### src/rtl/zmod_link_align_if.sv
// Handshake/bus bundle between the ZMOD link-align sequencer and its surroundings.
// The slave modport is the sequencer; the master side drives start and the deserialized words.
interface zmod_link_align_if #(
   parameter int unsigned NLANE = 4,
   parameter int unsigned DW    = 8,
   parameter int unsigned TAPW  = 5
);
   localparam int unsigned LNW = (NLANE > 1) ? $clog2(NLANE) : 1;

   logic                   start;
   logic [NLANE*DW-1:0]    rx_data;
   logic                   train_en;
   logic [NLANE-1:0]       bitslip;
   logic [NLANE-1:0]       tap_ld;
   logic [NLANE*TAPW-1:0]  tap_val;
   logic                   busy;
   logic                   aligned;
   logic                   fail;
   logic [LNW-1:0]         fail_lane;

   modport master (
      output start, rx_data,
      input  train_en, bitslip, tap_ld, tap_val, busy, aligned, fail, fail_lane
   );

   modport slave (
      input  start, rx_data,
      output train_en, bitslip, tap_ld, tap_val, busy, aligned, fail, fail_lane
   );
endinterface

### src/rtl/zmod_link_align.sv
// Link-training sequencer: aligns each received LVDS lane in turn with bitslips and
// input-delay tap steps until the training word is seen MATCH_CNT times in a row.
module zmod_link_align #(
   parameter int unsigned    NLANE     = 4,
   parameter int unsigned    DW        = 8,
   parameter logic [DW-1:0]  PATTERN   = DW'(8'h6A),
   parameter int unsigned    TAPW      = 5,
   parameter int unsigned    SETTLE    = 16,
   parameter int unsigned    MATCH_CNT = 64
) (
   input  logic              clk,
   input  logic              resetn,
   zmod_link_align_if.slave  bus
);

   localparam int unsigned LNW = (NLANE > 1) ? $clog2(NLANE) : 1;
   localparam int unsigned SPW = $clog2(DW + 1);
   localparam int unsigned STW = (SETTLE > 1) ? $clog2(SETTLE) : 1;
   localparam int unsigned MCW = (MATCH_CNT > 1) ? $clog2(MATCH_CNT) : 1;
   localparam logic [TAPW-1:0] TAP_MAX = '1;

   typedef enum logic [2:0] {
      S_IDLE, S_INIT, S_SETTLE, S_CHECK, S_SLIP, S_TAP, S_DONE, S_FAIL
   } state_t;

   state_t                 state_q;
   logic [LNW-1:0]         ln_q;
   logic [SPW-1:0]         slip_q;
   logic [MCW-1:0]         match_q;
   logic [STW-1:0]         settle_q;
   logic [NLANE*TAPW-1:0]  tap_q;
   logic [NLANE-1:0]       bitslip_q;
   logic [NLANE-1:0]       tap_ld_q;
   logic                   busy_q;
   logic                   train_q;
   logic                   aligned_q;
   logic                   fail_q;
   logic [LNW-1:0]         fail_lane_q;

   logic [DW-1:0]          lane_word_c;
   logic [TAPW-1:0]        cur_tap_c;
   logic                   hit_c;

   // Word and tap of the lane currently being trained.
   always_comb begin
      lane_word_c = '0;
      cur_tap_c   = '0;
      for (int i = 0; i < int'(NLANE); i++) begin
         if (ln_q == LNW'(i)) begin
            lane_word_c = bus.rx_data[i*DW +: DW];
            cur_tap_c   = tap_q[i*TAPW +: TAPW];
         end
      end
      hit_c = (lane_word_c == PATTERN);
   end

   always_ff @(posedge clk or negedge resetn) begin
      if (!resetn) begin
         state_q     <= S_IDLE;
         ln_q        <= '0;
         slip_q      <= '0;
         match_q     <= '0;
         settle_q    <= '0;
         tap_q       <= '0;
         bitslip_q   <= '0;
         tap_ld_q    <= '0;
         busy_q      <= 1'b0;
         train_q     <= 1'b0;
         aligned_q   <= 1'b0;
         fail_q      <= 1'b0;
         fail_lane_q <= '0;
      end else begin
         bitslip_q <= '0;
         tap_ld_q  <= '0;
         case (state_q)
            S_IDLE, S_DONE, S_FAIL: begin
               if (bus.start) begin
                  state_q     <= S_INIT;
                  aligned_q   <= 1'b0;
                  fail_q      <= 1'b0;
                  fail_lane_q <= '0;
                  ln_q        <= '0;
                  slip_q      <= '0;
                  tap_q       <= '0;
                  tap_ld_q    <= '1;
                  busy_q      <= 1'b1;
                  train_q     <= 1'b1;
               end
            end
            S_INIT: begin
               state_q  <= S_SETTLE;
               settle_q <= '0;
            end
            S_SETTLE: begin
               if (settle_q == STW'(SETTLE - 1)) begin
                  state_q  <= S_CHECK;
                  settle_q <= '0;
                  match_q  <= '0;
               end else begin
                  settle_q <= settle_q + STW'(1);
               end
            end
            S_CHECK: begin
               if (hit_c) begin
                  if (match_q == MCW'(MATCH_CNT - 1)) begin
                     if (ln_q == LNW'(NLANE - 1)) begin
                        state_q   <= S_DONE;
                        aligned_q <= 1'b1;
                        busy_q    <= 1'b0;
                        train_q   <= 1'b0;
                     end else begin
                        state_q  <= S_SETTLE;
                        ln_q     <= ln_q + LNW'(1);
                        slip_q   <= '0;
                        settle_q <= '0;
                     end
                  end else begin
                     match_q <= match_q + MCW'(1);
                  end
               end else if (slip_q < SPW'(DW)) begin
                  state_q   <= S_SLIP;
                  bitslip_q <= NLANE'(1) << ln_q;
                  slip_q    <= slip_q + SPW'(1);
               end else if (cur_tap_c != TAP_MAX) begin
                  // All DW slip positions tried at this tap: step the delay line.
                  state_q  <= S_TAP;
                  tap_ld_q <= NLANE'(1) << ln_q;
                  slip_q   <= '0;
                  for (int i = 0; i < int'(NLANE); i++) begin
                     if (ln_q == LNW'(i)) tap_q[i*TAPW +: TAPW] <= cur_tap_c + TAPW'(1);
                  end
               end else begin
                  state_q     <= S_FAIL;
                  fail_q      <= 1'b1;
                  fail_lane_q <= ln_q;
                  busy_q      <= 1'b0;
                  train_q     <= 1'b0;
               end
            end
            S_SLIP, S_TAP: begin
               state_q  <= S_SETTLE;
               settle_q <= '0;
            end
            default: state_q <= S_IDLE;
         endcase
      end
   end

   assign bus.train_en  = train_q;
   assign bus.bitslip   = bitslip_q;
   assign bus.tap_ld    = tap_ld_q;
   assign bus.tap_val   = tap_q;
   assign bus.busy      = busy_q;
   assign bus.aligned   = aligned_q;
   assign bus.fail      = fail_q;
   assign bus.fail_lane = fail_lane_q;

endmodule
### src/flat_wrapper.sv
// flat-port wrapper written by rule: the top's interface ports become plain ports
module zmod_link_align_flat 
#(
   parameter int unsigned    NLANE     = 4,
   parameter int unsigned    DW        = 8,
   parameter logic [DW-1:0]  PATTERN   = DW'(8'h6A),
   parameter int unsigned    TAPW      = 5,
   parameter int unsigned    SETTLE    = 16,
   parameter int unsigned    MATCH_CNT = 64
)
  (clk, resetn, bus_start, bus_rx_data, bus_train_en, bus_bitslip, bus_tap_ld, bus_tap_val, bus_busy, bus_aligned, bus_fail, bus_fail_lane);
  zmod_link_align_if #(.NLANE(NLANE), .DW(DW), .TAPW(TAPW)) bus_i ();
  input  logic clk;
  input  logic resetn;
  input wire logic [$bits(bus_i.start)-1:0] bus_start;
  input wire logic [$bits(bus_i.rx_data)-1:0] bus_rx_data;
  output wire logic [$bits(bus_i.train_en)-1:0] bus_train_en;
  output wire logic [$bits(bus_i.bitslip)-1:0] bus_bitslip;
  output wire logic [$bits(bus_i.tap_ld)-1:0] bus_tap_ld;
  output wire logic [$bits(bus_i.tap_val)-1:0] bus_tap_val;
  output wire logic [$bits(bus_i.busy)-1:0] bus_busy;
  output wire logic [$bits(bus_i.aligned)-1:0] bus_aligned;
  output wire logic [$bits(bus_i.fail)-1:0] bus_fail;
  output wire logic [$bits(bus_i.fail_lane)-1:0] bus_fail_lane;
  assign bus_i.start = bus_start;
  assign bus_i.rx_data = bus_rx_data;
  assign bus_train_en = bus_i.train_en;
  assign bus_bitslip = bus_i.bitslip;
  assign bus_tap_ld = bus_i.tap_ld;
  assign bus_tap_val = bus_i.tap_val;
  assign bus_busy = bus_i.busy;
  assign bus_aligned = bus_i.aligned;
  assign bus_fail = bus_i.fail;
  assign bus_fail_lane = bus_i.fail_lane;
  zmod_link_align #(.NLANE(NLANE), .DW(DW), .PATTERN(PATTERN), .TAPW(TAPW), .SETTLE(SETTLE), .MATCH_CNT(MATCH_CNT)) u_core (.clk(clk), .resetn(resetn), .bus(bus_i));
endmodule
### config.mk
export PLATFORM = sky130hd
export DESIGN_NAME = zmod_link_align_flat
export DESIGN_NICKNAME = d
export VERILOG_FILES = /design/src/rtl/zmod_link_align_if.sv /design/src/rtl/zmod_link_align.sv /design/src/flat_wrapper.sv
export SDC_FILE = /design/constraint.sdc
export NUM_CORES = 1
export LEC_CHECK = 0
export ABC_AREA = 1
export BUFFER_PORTS_ARGS = -buffer_cell sky130_fd_sc_hd__buf_4
export CORE_UTILIZATION = 37
export DETAILED_ROUTE_END_ITERATION = 10
export GPL_TIMING_DRIVEN = 0
export PLACE_DENSITY = 0.67
export SYNTH_ARGS = -nofsm -noshare
export SYNTH_HDL_FRONTEND = slang
export SYNTH_SLANG_ARGS = --single-unit
### constraint.sdc
create_clock -name clk -period 4.2 [get_ports clk]
set_input_delay 0.42 -clock clk [delete_from_list [all_inputs] [get_ports clk]]
set_output_delay 0.42 -clock clk [all_outputs]
set_load 0.02 [all_outputs]
==> metrics, run 1 <==
status finished clean; worst endpoint required time 4.45 ns; n_diodes 0; first-pass GRT wire length 12.9 mm; Slowest-stage cell, CP dfrtp_1; ys flop type dfrtp_1; Power Density 552 mW/mm²; Root Buffer clkbuf_8; Mapped Nets 417; Fin. Hold Viols 0; most frequent cells in the layout nand2_1 (108), buf_4 (69), dfrtp_1 (52), nor2_1 (32), inv_1 (30); Detail Placement HPWL 5.68 mm; combinational share of power 52.1%; Worst setup SP type register; share of cells above drive strength 1 29.2%; fmax 304 MHz; R2R depth 16; CP startpoint u_core.ln_q[0]; area grow syn2layout 23.9%; R2R Setup Slk 0.91 ns; Fin Setup TNS 0 ns; Tmin final 3.29 ns; initial antenna violation count 0; RR Startpoint u_core.ln_q[0]; Netlist cell types 42; worst-margin pin slew 0.679 ns; # hold bufs at CTS 0; post-synthesis cell count 372; WP depth 16; DRC violations left 0; FP Rows 32; Ys Warns 0; Reg power frac 33.5%; Static Leakage 1.96 nW; DR pass1 iterations 5; worst vdd ir 0.271 mV; crit-path max cell delay 0.43 ns; vias per cell 4.88; postcts setup bufs 0; most used cell, CP nand2_1; detailed router's first-iteration violation count 135; CP arrival 3.54 ns; clock latency on the worst-skew pair 0.31 ns; Total GRT Usage 18.6%; antenna-violating nets left 0; Die Area 0.00865 mm²; vias 2682; worst setup path end u_core.slip_q[3]; FFs w/ async S/R, synth 100%; core area 0.00789 mm²; Die Y 93.0 µm; Clock power frac 14.5%; HP Class input port to asynchronous set/reset pin; unrepaired setup endpoints after global routing no; final cycle utilization of the critical path 78.4%; Clock Skew 0.0128 ns; Mapped Area 0.00307 mm²; number of setup violations in the final report 0; CTS buffer count 5; Largest delay share family, worst path simple AND/OR/NAND/NOR gates; Initial Utilization 38.9%; clk slew on worst S/H paths 0.10 ns; H-tree Lvls 2; Synth Area per Inst 8.24 µm²; CTS-repair resized insts 0; Post-synth EDFFs 0; routed len/inst 13.5 µm; Internal Pwr Total 0.00112 W; gpl congestion 0.814; total grt overflow 0; total wire length 7.45 mm; Synth Register Bits 52; fin. max-slew vios 0; critical path class register to register; CTS Buffer Depth 2; placed insts 542; I/O pin cnt 69; vias in the first global route 2770; most common cell after layout, fill and taps aside nand2_1; largest net degree at the start of global routing 53; sequential-to-total area share from yosys stat 42.4%; crit-path max FO 9; Net count, final 492; Max-cap violations 0; Net Switching 0.000973 W; Switching Fraction 46.4%; die width 93.0 µm; normalized max-slew margin 54.7%; critical path, cell by cell inv_1 > ha_1 > inv_2 > nand3_1 > o211ai_1 > nand2_1 > ha_1 > nand2_1 > a21oi_1 > ha_1 > inv_1 > nor3_1 > nand3_1 > nand4_1 > nand2_1 > nand2_1; CP endpoint kind register; Final Non-Filler Cells 550; clk sink count 52; buffer and inverter count on the worst path 3; capturing point of the worst reg2reg path u_core.slip_q[3]; CTS tree built; PortBufs 68
[metal layers]
metal	GRT usage (%)	share of wire [%]	up-vias
met1	24.0	44	1270
met4	4.23	1.2	0
li1	-	-	1346
met2	33.0	50	57
met3	2.68	4.2	9
met5	0	0	-
[layout make-up]
class | instances | area, µm²
Tap cell | 102 | 128
Timing Repair Buffer | 68 | 510
Clock inverter | 1 | 7.51
Multi-Input combinational cell | 274 | 1560
Fill cell | 783 | 4090
Clock buffer | 7 | 86.3
Sequential cell | 52 | 1300
Inverter | 41 | 159
Buffer | 5 | 42.5
[logic make-up after synthesis]
logic type | after synthesis | synth area share [%]
compound gates | 45 | 9.88
flops | 52 | 42.4
buf+inv | 46 | 6.57
xor+xnor | 6 | 1.71
simple gates | 213 | 35.3
fa+ha+maj | 10 | 4.08
[power by group through the flow]
stage / sequential (W) / clock (W) / combinational (W)
2_1_floorplan: 0.000763 / 0 / 0.000715
3_5_place_dp: 0.000712 / 0 / 0.00109
4_1_cts: 0.000703 / 0.000312 / 0.00110
3_3_place_gp: 0.000706 / 0 / 0.00108
5_1_grt: 0.000715 / 0.000327 / 0.00122
6_report: 0.000702 / 0.000304 / 0.00109
[flip-flops by register name, summed over array words and instances (netlist names)]
| signal | flops |
|---|---|
| u_core.bus.aligned | 1 |
| u_core.bus.bitslip | 4 |
| u_core.bus.fail | 1 |
| u_core.bus.fail_lane | 2 |
| u_core.bus.tap_ld | 4 |
| u_core.bus.tap_val | 20 |
| u_core.bus.train_en | 1 |
| u_core.ln_q | 2 |
| u_core.match_q | 6 |
| u_core.settle_q | 4 |
| u_core.slip_q | 4 |
| u_core.state_q | 3 |
[cell usage after synthesis, types with 6 or more instances]
cell	count	area, µm²
nor2_1	32	120
nand2_1	108	405
o21ai_0	8	40.0
nand3_1	26	130
inv_1	30	113
nand2_4	7	78.8
inv_2	9	33.8
nor2_2	6	37.5
ha_1	10	125
o21ai_1	16	80.1
a21oi_1	6	30.0
dfrtp_1	52	1300
nand2_2	7	43.8
[worst min-delay path by stage]
| stage | start | to | depth (start not counted) |
|---|---|---|---|
| global placement | u_core.bus.fail | u_core.bus.fail | 2 |
| CTS | resetn | u_core.bus.bitslip[0] | 1 |
| detailed placement | u_core.bus.fail | u_core.bus.fail | 2 |
| global route | resetn | u_core.bus.fail | 1 |
| floorplan | resetn | u_core.bus.aligned | 0 |
| finish | resetn | u_core.bus.bitslip[0] | 1 |
[metrics by stage]
step	worst slack, ns	hold WS, ns	area [µm²]	total power (W)	util, %
after global placement	1.06	0.465	3700	0.00178	47.0
after detailed placement	1.01	0.465	3700	0.00181	47.0
after CTS	0.921	0.168	3800	0.00211	48.1
after global routing	0.573	0.194	3800	0.00227	48.1
after floorplan	1.62	0.124	3070	0.00148	-
final	0.906	0.140	3800	0.00210	48.1
No activity file was read; power rests on OpenSTA's default activity.
==> inputs of run 2 (changes only) <==
--- a/config.mk
+++ b/config.mk
@@ -10,7 +10,7 @@
 export CORE_UTILIZATION = 37
 export DETAILED_ROUTE_END_ITERATION = 10
 export GPL_TIMING_DRIVEN = 0
-export PLACE_DENSITY = 0.67
+export PLACE_DENSITY = 0.69
 export SYNTH_ARGS = -nofsm -noshare
 export SYNTH_HDL_FRONTEND = slang
 export SYNTH_SLANG_ARGS = --single-unit
==> constraint.sdc (replaced) <==
create_clock -name clk -period 2.67 [get_ports clk]
set_input_delay 0.267 -clock clk [delete_from_list [all_inputs] [get_ports clk]]
set_output_delay 0.267 -clock clk [all_outputs]
set_load 0.02 [all_outputs]
==> metrics, run 2 (same netlist as run 1, synthesis figures left out) <==
fin util 51.2%; crit-path max cell delay 0.49 ns; routed len/inst 13.2 µm; Largest delay share family, worst path simple AND/OR/NAND/NOR gates; buffer and inverter count on the worst path 3; Worst setup SP type register; initial antenna violation count 0; Max-cap violations 0; total wire length 7.49 mm; clock latency on the worst-skew pair 0.32 ns; HP Class input port to asynchronous set/reset pin; clk sink count 52; status finished with violations; Die Y 93.0 µm; fmax 392 MHz; Total GRT Usage 18.4%; Root Buffer clkbuf_8; die width 93.0 µm; DR pass1 iterations 4; vias 2735; CP endpoint kind register; largest net degree at the start of global routing 53; gpl congestion 0.832; CP arrival 2.78 ns; worst vdd ir 0.312 mV; most frequent cells in the layout nand2_1 (107), buf_4 (87), dfrtp_1 (50), nor2_1 (31), inv_1 (27); CTS buffer count 5; total grt overflow 0; Fin Setup TNS 0 ns; Fin. Hold Viols 29; worst-margin pin slew 0.660 ns; final cycle utilization of the critical path 95.6%; Static Leakage 2.06 nW; Finished Cell Area 0.00404 mm²; Placed Area 0.00370 mm²; FP Rows 32; n_diodes 0; number of flip-flops in the largest register 20; number of setup violations in the final report 0; DRC violations left 0; vias per cell 4.82; detailed router's first-iteration violation count 110; worst endpoint required time 2.90 ns; critical path class register to register; core area 0.00789 mm²; PortBufs 68; Power Density 857 mW/mm²; total power 0.00346 W; hold_ws -0.0351 ns; Slowest-stage cell, CP dfrtp_2; most common cell after layout, fill and taps aside nand2_1; vias in the first global route 2701; Tmin final 2.55 ns; critical path, cell by cell ha_4 > buf_6 > nor2_4 > nand2_1 > nand3_1 > o211ai_1 > nand2_2 > ha_4 > nand2_1 > a21oi_2 > ha_2 > inv_2 > nor3_4 > nand3_2 > buf_4 > o21ai_0; Detail Placement HPWL 5.57 mm; Initial Utilization 38.9%; crit-path max FO 7; CTS tree built; clk slew on worst S/H paths 0.09 ns; Net count, final 510; H-tree Lvls 2; I/O pin cnt 69; fin. max-slew vios 0; share of cells above drive strength 1 35.6%; CTS Buffer Depth 2; failing checks negative hold slack; Clock Skew 0.0117 ns; first-pass GRT wire length 12.6 mm; area grow syn2layout 31.8%; Die Area 0.00865 mm²; normalized max-slew margin 56.0%; antenna-violating nets left 0
-- run 2: worst paths after layout --
path	depth (start not counted)	endpoint	startpoint	slack [ns]
worst max register to register	16	u_core.bus.fail_lane[1]	u_core.ln_q[0]	0.12
worst max-delay path	16	u_core.bus.fail_lane[1]	u_core.ln_q[0]	0.12
max in group asynchronous	1	u_core.ln_q[1]	resetn	2.24
min in group clk	4	u_core.bus.aligned	bus_start	0.34
worst min-delay path	1	u_core.slip_q[0]	resetn	-0.04
worst min register to register	2	u_core.bus.fail	u_core.bus.fail	0.50
-- run 2: repair_timing --
item	4_1_cts	5_1_grt
gates cloned	0	0
hold buffers	0	0
setup buffers	9	9
endpoints found under the setup margin	31	31
hold endpoints to repair	0	0
gates resized for setup	12	20
pin swaps	6	12
-- run 2: stage by stage --
stage          cells  setup WS, ns  hold slack (ns)
3_5_place_dp     542        -0.513            0.348
3_3_place_gp     542        -0.454            0.341
4_1_cts          559        0.0289           0.0127
6_report         568         0.116          -0.0351
2_1_floorplan    372        0.0872          -0.0286
5_1_grt          568       -0.0502           0.0256
-- run 2: routing by layer --
metal | GRT usage (%) | vias up | share of wire, %
met2 | 31.9 | 58 | 50
met1 | 23.9 | 1288 | 45
met4 | 3.72 | 0 | 0.99
li1 | - | 1381 | -
met5 | 0 | - | 0
met3 | 3.58 | 8 | 4.1
-- run 2: power breakdown --
group          internal (W)  switching (W)
Clock              0.000187       0.000272
Combinational      0.000707        0.00119
Sequential         0.000963       0.000148
-- run 2: area by class of cell --
type	instances	area [µm²]
clock inverters	2	16.3
flip-flops and latches	52	1300
repair buffers	86	646
fillers	743	3850
multi-input cells	274	1660
well taps	102	128
inverters	41	171
plain buffers	5	42.5
clock buffers	6	72.6
==> inputs of run 3 (changes only) <==
--- a/config.mk
+++ b/config.mk
@@ -10,7 +10,7 @@
 export CORE_UTILIZATION = 37
 export DETAILED_ROUTE_END_ITERATION = 10
 export GPL_TIMING_DRIVEN = 0
-export PLACE_DENSITY = 0.69
+export PLACE_DENSITY = 0.67
 export SYNTH_ARGS = -nofsm -noshare
 export SYNTH_HDL_FRONTEND = slang
 export SYNTH_SLANG_ARGS = --single-unit
==> constraint.sdc (replaced) <==
create_clock -name clk -period 3.2 [get_ports clk]
set_input_delay 0.32 -clock clk [delete_from_list [all_inputs] [get_ports clk]]
set_output_delay 0.32 -clock clk [all_outputs]
set_load 0.02 [all_outputs]
==> metrics, run 3 (same netlist as run 1, synthesis figures left out) <==
Max-cap violations 0; CP endpoint kind register; worst vdd ir 0.355 mV; worst endpoint required time 3.41 ns; Detail Placement HPWL 5.68 mm; top sig layer met4; unrepaired setup endpoints after global routing no; vias per cell 4.90; vias 2702; metal3 WL 323 µm; Static Leakage 1.96 nW; antenna-violating nets left 0; DR pass1 iterations 4; H-tree Lvls 2; CTS Buffer Depth 2; detailed router's first-iteration violation count 126; Fin Setup TNS 0 ns; Initial Utilization 38.9%; most frequent cells in the layout nand2_1 (108), buf_4 (70), dfrtp_1 (52), nor2_1 (32), inv_1 (30); status finished clean; largest net degree at the start of global routing 53; worst-margin pin slew 0.677 ns; HP Class input port to asynchronous set/reset pin; clk slew on worst S/H paths 0.09 ns; Fin. Hold Viols 0; Worst setup SP type register; Tmin final 2.97 ns; final cycle utilization of the critical path 92.7%; FP Rows 32; Net count, final 493; clock latency on the worst-skew pair 0.31 ns; initial antenna violation count 0; critical path class register to register; fmax 337 MHz; combinational share of power 52.2%; share of cells above drive strength 1 30.3%; met2 wire len 3.80 mm; wl on met1 3.34 mm; Clock power frac 14.5%; total grt overflow 0; most common cell after layout, fill and taps aside nand2_1; CTS buffer count 5; R2R Setup Slk 0.23 ns; Clock Skew 0.0134 ns; Power Density 724 mW/mm²; clk sink count 52; n_diodes 0; routed len/inst 13.7 µm; area grow syn2layout 24.6%; CP arrival 3.17 ns; DRC violations left 0; setup slack after layout 0.234 ns; Switching Fraction 46.6%; core area 0.00789 mm²; vias in the first global route 2768; CP startpoint u_core.ln_q[0]; total wire length 7.55 mm; Root Buffer clkbuf_8; Die Area 0.00865 mm²; number of setup violations in the final report 0; PortBufs 68; RR Startpoint u_core.ln_q[0]; Net Switching 0.00129 W; first-pass GRT wire length 12.9 mm; crit-path max FO 9; fin. max-slew vios 0; I/O pin cnt 69; Internal Pwr Total 0.00148 W; Reg power frac 33.3%; Die Y 93.0 µm; normalized max-slew margin 54.9%; CTS tree built; gpl congestion 0.814; Total GRT Usage 18.6%; number of flip-flops in the largest register 20; die width 93.0 µm; Placement Setup Slack 0.0140 ns
## run 3: cell types whose count changed in the layout (fill, tap and decap cells not counted), sizes merged
| cell | previous run | this run |
|---|---|---|
| buf | 90 | 73 |
| clkbuf | 7 | 8 |
| clkinv | 3 | 2 |
## run 3: critical path, cell delays in order (launching register included)
cell	delay, ns
dfrtp_1	0.43
inv_1	0.13
ha_2	0.32
inv_2	0.14
nand2_1	0.09
nand2_1	0.05
o21ai_0	0.10
inv_1	0.11
ha_1	0.25
nand2_1	0.08
a21oi_1	0.07
ha_2	0.20
buf_4	0.15
nor2_1	0.35
nand3_4	0.20
nand3_1	0.13
nand2_1	0.06
## run 3: what timing repair did
item | 4_1_cts | 5_1_grt
hold buffers | 0 | 0
gates resized for setup | 1 | 3
cloned | 0 | 0
endpoints found under the setup margin | 4 | 6
pin swaps | 0 | 2
setup buffers | 0 | 1
## run 3: final timing paths
check,end,cells after the start
worst min-delay path,u_core.bus.fail,1
worst max-delay path,u_core.bus.tap_val[12],16
worst max register to register,u_core.bus.tap_val[12],16
max in group asynchronous,u_core.bus.tap_val[13],1
worst min register to register,u_core.bus.fail,2
min in group clk,u_core.bus.aligned,4
## run 3: per-layer routing
layer  track usage, %  vias to the layer above
met1             23.9                     1289
li1                 -                     1348
met4             4.23                        0
met5                0                        -
met2             33.0                       56
met3             2.68                        9
## run 3: area by class of cell
class,count,area (µm²)
Timing Repair Buffer,69,518
Multi-Input combinational cell,274,1580
Buffer,5,42.5
Sequential cell,52,1300
Fill cell,779,4070
Inverter,41,159
Clock buffer,7,86.3
Tap cell,102,128
Clock inverter,1,7.51
## run 3: power by group through the flow
| stage | Sequential (W) | Clock, W | Combinational (W) |
|---|---|---|---|
| global placement | 0.000927 | 0 | 0.00141 |
| floorplan | 0.00100 | 0 | 0.000938 |
| global route | 0.000938 | 0.000429 | 0.00161 |
| CTS | 0.000922 | 0.000409 | 0.00145 |
| finish | 0.000920 | 0.000402 | 0.00144 |
| detailed placement | 0.000934 | 0 | 0.00144 |
## run 3: stage by stage
step	utilization [%]	instance area [µm²]	hold slack, ns	std cells	total power [W]
finish	48.4	3820	0.0384	551	0.00276
floorplan	-	3070	0.0244	372	0.00194
detailed placement	47.0	3700	0.405	542	0.00237
global route	48.4	3820	0.0933	551	0.00298
global placement	47.0	3700	0.403	542	0.00234
CTS	48.2	3800	0.0678	550	0.00278
